## config.mk

```make
export PLATFORM = sky130hd
export DESIGN_NAME = chrono_lap_udg
export DESIGN_NICKNAME = d
export VERILOG_FILES = /design/src/rtl/chrono_lap_udg.sv
export SDC_FILE = /design/constraint.sdc
export NUM_CORES = 1
export LEC_CHECK = 0
export BUFFER_PORTS_ARGS = -buffer_cell sky130_fd_sc_hd__buf_2
export CORE_ASPECT_RATIO = 1.25
export CORE_MARGIN = 3
export CORE_UTILIZATION = 45
export DETAILED_ROUTE_END_ITERATION = 12
export PLACE_DENSITY = 0.73
export RECOVER_POWER = 25
export SYNTH_ARGS = -nofsm -noshare
export SYNTH_HDL_FRONTEND = slang
export SYNTH_SLANG_ARGS = --single-unit
export TNS_END_PERCENT = 50
```

## constraint.sdc

```tcl
create_clock -name clk -period 7.3 [get_ports clk]
set_clock_uncertainty 0.15 [all_clocks]
set_input_delay 1.095 -clock clk [delete_from_list [all_inputs] [get_ports clk]]
set_output_delay 1.095 -clock clk [all_outputs]
set_load 0.005 [all_outputs]
```

## src/rtl/chrono_lap_udg.sv

```systemverilog
// rtl/chrono_lap_udg.sv - stopwatch with debounced buttons, BCD time and 8-slot scanned display
// Optional lap/snapshot feature is built when CHRONO_LAP_EN is defined.
module chrono_lap_udg #(
  parameter int TICK_DIV = 120000,
  parameter int SCAN_DIV = 15000,
  parameter int DB_TICKS = 5
) (
  input  logic       clk,
  input  logic       rst_n,
  input  logic       btn_ss,
  input  logic       btn_lap,
  output logic [6:0] seg,
  output logic [7:0] an_n,
  output logic       running,
  output logic       lap_active,
  output logic       ovf,
  output logic       tick
);
  localparam int TW = $clog2(TICK_DIV + 1);
  localparam int SW = $clog2(SCAN_DIV + 1);

`ifdef CHRONO_LAP_EN
  typedef enum logic [1:0] {S_IDLE, S_RUN, S_STOP, S_LAP} state_t;
`else
  typedef enum logic [1:0] {S_IDLE, S_RUN, S_STOP} state_t;
`endif

  state_t           state_q, state_d;
  logic [TW-1:0]    tick_cnt_q, tick_cnt_d;
  logic [SW-1:0]    scan_cnt_q, scan_cnt_d;
  logic [2:0]       scan_idx_q, scan_idx_d;
  logic [1:0]       ss_sync_q, lap_sync_q;
  logic [3:0]       ss_db_q, ss_db_d, lap_db_q, lap_db_d;
  logic             ss_lvl, lap_lvl, ss_lvl_q, lap_lvl_q, ss_ev_q, lap_ev_q;
  logic [5:0][3:0]  time_q, time_d, disp;
  logic             ovf_q, ovf_d;
  logic             counting, clear_time, blank, running_q;
  logic [3:0]       cur_dig;
  logic [6:0]       seg_q, seg_d;
  logic [7:0]       an_n_q;
`ifdef CHRONO_LAP_EN
  logic [5:0][3:0]  snap_q;
  logic             snap_load, lap_q;
`endif

  function automatic logic [3:0] db_next(input logic s, input logic [3:0] c, input logic t);
    if (s) return 4'(DB_TICKS);
    if (t && c != 4'd0) return c - 4'd1;
    return c;
  endfunction

  function automatic logic [3:0] dig_max(input int i);
    return (i == 3 || i == 5) ? 4'd5 : 4'd9;
  endfunction

  function automatic logic [6:0] seg_dec(input logic [3:0] d);
    case (d)
      4'd0: return 7'b1111110;
      4'd1: return 7'b0110000;
      4'd2: return 7'b1101101;
      4'd3: return 7'b1111001;
      4'd4: return 7'b0110011;
      4'd5: return 7'b1011011;
      4'd6: return 7'b1011111;
      4'd7: return 7'b1110000;
      4'd8: return 7'b1111111;
      4'd9: return 7'b1111011;
      default: return 7'b0000000;
    endcase
  endfunction

  assign tick       = (tick_cnt_q == TW'(TICK_DIV - 1));
  assign tick_cnt_d = tick ? '0 : tick_cnt_q + TW'(1);
  assign ss_lvl     = (ss_db_q != 4'd0);
  assign lap_lvl    = (lap_db_q != 4'd0);
  assign ss_db_d    = db_next(ss_sync_q[1], ss_db_q, tick);
  assign lap_db_d   = db_next(lap_sync_q[1], lap_db_q, tick);

`ifdef CHRONO_LAP_EN
  assign counting   = (state_q == S_RUN) || (state_q == S_LAP);
  assign disp       = (state_q == S_LAP) ? snap_q : time_q;
  assign lap_active = lap_q;
`else
  assign counting   = (state_q == S_RUN);
  assign disp       = time_q;
  assign lap_active = 1'b0;
`endif

  // ss is examined first in every state so a simultaneous lap event is dropped
  always_comb begin
    state_d    = state_q;
    clear_time = 1'b0;
`ifdef CHRONO_LAP_EN
    snap_load  = 1'b0;
`endif
    case (state_q)
      S_IDLE: if (ss_ev_q) state_d = S_RUN;
      S_RUN: begin
        if (ss_ev_q) state_d = S_STOP;
`ifdef CHRONO_LAP_EN
        else if (lap_ev_q) begin
          state_d   = S_LAP;
          snap_load = 1'b1;
        end
`endif
      end
      S_STOP: begin
        if (ss_ev_q) state_d = S_RUN;
        else if (lap_ev_q) begin
          state_d    = S_IDLE;
          clear_time = 1'b1;
        end
      end
`ifdef CHRONO_LAP_EN
      S_LAP: begin
        if (ss_ev_q) state_d = S_STOP;
        else if (lap_ev_q) state_d = S_RUN;
      end
`endif
      default: state_d = S_IDLE;
    endcase
  end

  always_comb begin
    logic carry;
    time_d = time_q;
    ovf_d  = ovf_q;
    carry  = 1'b0;
    if (clear_time) begin
      time_d = '0;
      ovf_d  = 1'b0;
    end else if (tick && counting) begin
      carry = 1'b1;
      for (int i = 0; i < 6; i++) begin
        if (carry) begin
          if (time_q[i] == dig_max(i)) time_d[i] = 4'd0;
          else begin
            time_d[i] = time_q[i] + 4'd1;
            carry     = 1'b0;
          end
        end
      end
      if (carry) ovf_d = 1'b1;
    end
  end

  always_comb begin
    scan_cnt_d = (scan_cnt_q == SW'(SCAN_DIV - 1)) ? '0 : scan_cnt_q + SW'(1);
    scan_idx_d = (scan_cnt_q == SW'(SCAN_DIV - 1)) ? scan_idx_q + 3'd1 : scan_idx_q;
    cur_dig    = 4'd0;
    blank      = 1'b0;
    case (scan_idx_q)
      3'd0: cur_dig = disp[0];
      3'd1: cur_dig = disp[1];
      3'd2: cur_dig = disp[2];
      3'd3: cur_dig = disp[3];
      3'd4: cur_dig = disp[4];
      3'd5: cur_dig = disp[5];
      default: blank = 1'b1;
    endcase
    seg_d = blank ? 7'b0000000 : seg_dec(cur_dig);
  end

  always_ff @(posedge clk) begin
    if (!rst_n) begin
      state_q    <= S_IDLE;
      tick_cnt_q <= '0;
      scan_cnt_q <= '0;
      scan_idx_q <= 3'd0;
      ss_sync_q  <= 2'b00;
      lap_sync_q <= 2'b00;
      ss_db_q    <= 4'd0;
      lap_db_q   <= 4'd0;
      ss_lvl_q   <= 1'b0;
      lap_lvl_q  <= 1'b0;
      ss_ev_q    <= 1'b0;
      lap_ev_q   <= 1'b0;
      time_q     <= '0;
      ovf_q      <= 1'b0;
      running_q  <= 1'b0;
      seg_q      <= 7'b1111110;
      an_n_q     <= 8'hFE;
`ifdef CHRONO_LAP_EN
      snap_q     <= '0;
      lap_q      <= 1'b0;
`endif
    end else begin
      state_q    <= state_d;
      tick_cnt_q <= tick_cnt_d;
      scan_cnt_q <= scan_cnt_d;
      scan_idx_q <= scan_idx_d;
      ss_sync_q  <= {ss_sync_q[0], btn_ss};
      lap_sync_q <= {lap_sync_q[0], btn_lap};
      ss_db_q    <= ss_db_d;
      lap_db_q   <= lap_db_d;
      ss_lvl_q   <= ss_lvl;
      lap_lvl_q  <= lap_lvl;
      ss_ev_q    <= ss_lvl & ~ss_lvl_q;
      lap_ev_q   <= lap_lvl & ~lap_lvl_q;
      time_q     <= time_d;
      ovf_q      <= ovf_d;
      running_q  <= counting;
      seg_q      <= seg_d;
      an_n_q     <= ~(8'd1 << scan_idx_q);
`ifdef CHRONO_LAP_EN
      if (snap_load) snap_q <= time_d;
      lap_q      <= (state_q == S_LAP);
`endif
    end
  end

  assign seg     = seg_q;
  assign an_n    = an_n_q;
  assign running = running_q;
  assign ovf     = ovf_q;
endmodule

```

**After elaboration in Yosys (flattened, before gate mapping)**

Memory sizes are Yosys's and may differ from the RTL's.
Index checks and enable logic that the tools add are counted.
W data, S select, Z words.

- Bits in registers: 93
- Latch bits: 0
- RAM bits: 0
- ROM bits: 112
- Input bits: 4
- Output and inout bits: 19
- Logic and storage cells: 134
- Memories: 1

Memories:

| name | words | bits a word | rd ports | clocked after memory_dff | write ports | RTL line | source |
|---|---|---|---|---|---|---|---|
| (no name shown) | 16 | 7 | 1 | 0 | 0 | 57 | `case (d)` |

- Add/subtract/negate cells: 11
- $mul: 0
- Divide/modulo/power cells: 0
- Order comparisons: 0
- Equal/unequal tests: 18
- Shifts and indexed selects: 1
- Muxes and demuxes: 53
- Bitwise gates (word level): 6
- Reductions and logical operators: 21

Operator list:

| kind | number |
|---|---|
| $mux W4 | 14 |
| $mux W1 | 32 |
| $add A4 B1 Y4 const B | 6 |
| $pmux W4 S6 | 1 |
| $add A17 B1 Y17 const B | 1 |
| $eq A17 B17 Y1 const B | 1 |
| $eq A4 B4 Y1 const B | 4 |
| $add A14 B1 Y14 const B | 1 |
| $eq A14 B14 Y1 const B | 1 |
| $reduce_and A2 Y1 | 7 |
| $eq A4 B3 Y1 const B | 2 |
| $mux W2 | 4 |
| $not A8 Y8 | 1 |
| $reduce_bool A4 Y1 | 2 |
| $shl A1 B3 Y8 const A | 1 |
| $sub A4 B1 Y4 const B | 2 |
| $mux W7 | 1 |
| $eq A3 B2 Y1 const B | 2 |
| $eq A3 B3 Y1 const B | 2 |
| $pmux W2 S3 | 1 |
| $reduce_or A2 Y1 | 3 |
| $reduce_or A6 Y1 | 1 |
| $ne A2 B2 Y1 const B | 2 |
| $reduce_bool A2 Y1 | 2 |
| other kinds (11) | 16 |

**Logic depth before layout (Yosys ltp)**

- Word-level depth: 20
- Depth in mapped cells: 11
- Gate-level depth less buffers: 10

**Worst setup path before layout**

No wires, ideal clock.

- Path kind: reg2reg
- Start: register scan_idx_q[2]
- End: register seg_q[0] (netlist: seg[0])
- Library setup time: 70 ps
- Data arrival time: 2,239 ps
- Required time: 7,080 ps
- Path slack: 4,841 ps
- Cell stages (with the launch flop): 9
- Clock period less this slack: 2,459 ps
- Cell sequence: dfxtp_1 -> buf_2 -> inv_1 -> ha_1 -> a222oi_1 -> nand2_1 -> ha_1 -> or3_1 -> a21oi_1

- Cells in the longest elaborated chain, start to end: 3
- Elaborated cells on any way between the ends: 10
- Classes of those cells: 5 x eq/ne; 1 x mux; 3 x reduce/logical; 1 x memory

Ends and longest elaborated chain:

| what | RTL line | source |
|---|---|---|
| start, declared | 31 | `logic [2:0] scan_idx_q, scan_idx_d;` |
| start signal, assigned | 191 | `scan_idx_q <= scan_idx_d;` |
| $eq A3 B3 Y1 (tied with other cells) | 152 | `case (scan_idx_q)` |
| $pmux W4 S6 / $reduce_or A6 Y1 (equally long branches) | - |  |
| $mem_v2 Z16 W7 / $reduce_and A2 Y1 (equally long branches) | - |  |
| end signal, assigned | 203 | `seg_q <= seg_d;` |
| end, declared | 39 | `logic [6:0] seg_q, seg_d;` |

Several ways; a longest one is shown, not always the timed one.
A chain may end at the register's enable or synchronous reset.

**Worst setup path after layout**

- Start: register tick_cnt_q[0]
- End: output tick

- Cells in the longest elaborated chain, start to end: 1

Ends and longest elaborated chain:

| what | RTL line | source |
|---|---|---|
| start, declared | 29 | `logic [TW-1:0] tick_cnt_q, tick_cnt_d;` |
| start signal, assigned | 189 | `tick_cnt_q <= tick_cnt_d;` |
| $eq A17 B17 Y1 | 72 | `assign tick = (tick_cnt_q == TW'(TICK_DIV - 1));` |
| end, declared | 17 | `output logic tick` |

Every way passes these cells.

==> results.ini <==
[grt]
track_usage_pct=15.97
grt_pass1_vias=3109
antenna_found_initial=0
grt_start_max_net_pins=40
grt_pass1_wl_um=13850
grt.overflow.total=0

[sta]
drv_slew=0
maxSlewHeadroom_pct=3.664
fmax_ghz=0.2729
finalCritPeriodShare_pct=50.20
worst_pin_slew_ns=1.445
setup_viol=0
grt_setup_unrepaired=false
period_minus_slack_ns=3.664
worst_slack_ns=3.636
hold_violations=0
setup_tns_ns=0

[place]
placed_cell_area_um2=4459
dpl.hpwl_um=5623
io_buffers=21
place_ws_ns=3.995
routabilityCongestion=0.7951

[worst_hold_path]
hold_end=lap_ev_q
worstHoldStart=lap_lvl_q
whs_path_depth=1
hp-class=register to register

[finish]
drive_above_1_share_pct=9.877
final_nets=499
fin_area_um2=4738
antennaDiodeCount=0
syn_to_final_growth_pct=10.41

[synth]
synth_top_area_cell=dfxtp_1
yosysSeqAreaShare_pct=43.38
ys.flop_type=dfxtp_1
yosysUniqueCellTypes=60
syn_area_um2=4292
synth.top_cell.area_share_pct=43.38
netlist_instances=469
synthTopCellsByArea=dfxtp_1 (43%), nor2_1 (5.1%), xor2_1 (4.7%), ha_1 (4.1%), xnor2_1 (3.1%)
synth_warnings=0
synth_edf_count=0
async_flop_share_pct=0
avgSynthCellArea_um2=9.151
syn_nets=487
ys_ff_latch=93

[clock_network]
clk_pin_slew_ns=0.06
cts_buffer_depth=2
post-cts-setup-buffers=0
cts_tree=yes
cts_resized=0
hold_buffers=0
cts.sinks=93
htree_levels=3
insertion_delay_ns=0.34
cts_buffers=9
clock-root-buffer=clkbuf_16

[critical_path]
critPathMaxFanout=22
r2r_end=seg[3]
startpoint_type=register
worst-r2r-setup-slack_ns=4.46
required_ns=6.05
r2r_start=scan_idx_q[2]
crit_path_end_kind=primary output
cp.arrival_ns=2.42
ff2ff_path_depth=7
worstSetupPathType=register to primary output

[detailed_routing]
ant_nets=0
viasPerCell=5.327
vias=3244
first_iter_violations=203
drc=0
postRouteWirelength_um=7894
wl_per_cell_um=12.96
drtPass1Iterations=5

[die]
die_area_um2=10750
die_w_um=93.35
rows=39
core-area_um2=9223
ios=23
start_util_pct=46.53
dieHeight_um=115.2

[run]
drv_cap=0

[power_and_ir_drop]
peakVddDrop_v=0.0001496
power_leakage_uw=0.001782
powerDensity_nw_per_um2=207.4

[run_status]
status=finished clean

final cells by class:
cell class | instances | area [um2]
clock buffer | 14 | 264.0
multi-input combinational | 339 | 2275
sequential | 93 | 1862
timing repair buffer | 21 | 102.6
tap | 123 | 153.9
inverter | 17 | 63.81
fill | 862 | 4484
clock inverter | 2 | 17.52
how the worst max path moves through the flow:
stage          slack (ns)          start  endpoint  cells past startpoint
5_1_grt              3.33          rst_n  disp[15]                      4
6_report             3.64  tick_cnt_q[0]      tick                      5
2_1_floorplan        4.84  scan_idx_q[2]    seg[0]                      8
3_5_place_dp         4.00  tick_cnt_q[0]      tick                      5
4_1_cts              3.61  tick_cnt_q[0]      tick                      5
3_3_place_gp         4.05  tick_cnt_q[0]      tick                      5
sequential cells by signal, summed over array words and instances, names as in the netlist, 2 cells and up:
name	cells
disp	24
scan_idx_q	3
scan_cnt_q	14
seg	7
state_q	2
ss_db_q	4
an_n	8
tick_cnt_q	17
lap_sync_q	2
ss_sync_q	2
lap_db_q	4
critical path, stage by stage (launching register included):
cell     delay (ns)
dfxtp_1        0.38
ha_1           0.27
and4_1         0.23
nand4_2        0.53
inv_1          0.48
buf_2          0.19
Yosys cell counts, types with 3 or more instances:
cell type / number
a21oi_1: 20
and4_1: 4
nor3b_1: 4
or3_1: 8
a22oi_1: 9
a21boi_0: 3
ha_1: 14
inv_1: 17
nand3_1: 19
nor4_1: 7
nor3_1: 4
a211oi_1: 5
a311oi_1: 3
nor2_1: 58
and4bb_2: 3
dfxtp_1: 93
mux2i_1: 8
nor2b_1: 17
nand4_1: 7
xnor2_1: 15
nand2b_1: 10
xor2_1: 23
clkbuf_1: 11
nand2_1: 24
and2_1: 12
buf_2: 7
and3_1: 9
o21ai_0: 15
per-layer routing:
| layer | share of wire (%) | track usage, % | vias up |
|---|---|---|---|
| met4 | 1.4 | 6.061 | 0 |
| met5 | 0 | 0 | - |
| li1 | - | - | 1659 |
| met1 | 46 | 19.14 | 1538 |
| met3 | 4.0 | 4.974 | 7 |
| met2 | 49 | 26.77 | 40 |
cell usage in the layout (no fill, tap or decap), types with 3 or more instances in the layout:
cell        n
a211oi_1    5
a21boi_0    3
a21oi_1    20
a22oi_1     9
a311oi_1    3
and2_0      7
and2_1      5
and3_1      9
and4_1      4
and4bb_2    3
buf_2      19
clkbuf_1    5
clkbuf_16   9
dfxtp_1    93
ha_1       14
inv_1      17
mux2i_1     8
nand2_1    24
nand2b_1   10
nand3_1    19
nand4_1     7
nor2_1     58
nor2b_1    17
nor3_1      4
nor3b_1     4
nor4_1      7
o21ai_0    15
or3_1       8
xnor2_1    15
xor2_1     23
power breakdown:
group | leakage (uW) | internal [uW] | switching, uW | total (uW)
sequential | 0.000754 | 516 | 5.27 | 521
clock | 0.000137 | 251 | 184 | 435
combinational | 0.000891 | 10.4 | 16.1 | 26.5
stage by stage:
step           hold WS, ns  power (uW)  util [%]  instances
2_1_floorplan       0.2174       552.3         -        469
3_3_place_gp        0.2230       558.1     48.35        593
3_5_place_dp        0.2247       559.6     48.35        593
4_1_cts             0.2357       997.2     51.40        609
5_1_grt             0.2563        1024     51.38        609
6_report            0.2324       983.0     51.38        609
cell families after synthesis:
| group | share of synthesized area (%) |
|---|---|
| compound gates | 10.41 |
| other cells | 0.08738 |
| mux | 2.478 |
| xor+xnor | 7.755 |
| flops | 43.38 |
| simple gates | 28.19 |
| buf+inv | 3.615 |
| fa+ha+maj | 4.082 |
No activity file was read; power rests on OpenSTA's default activity.
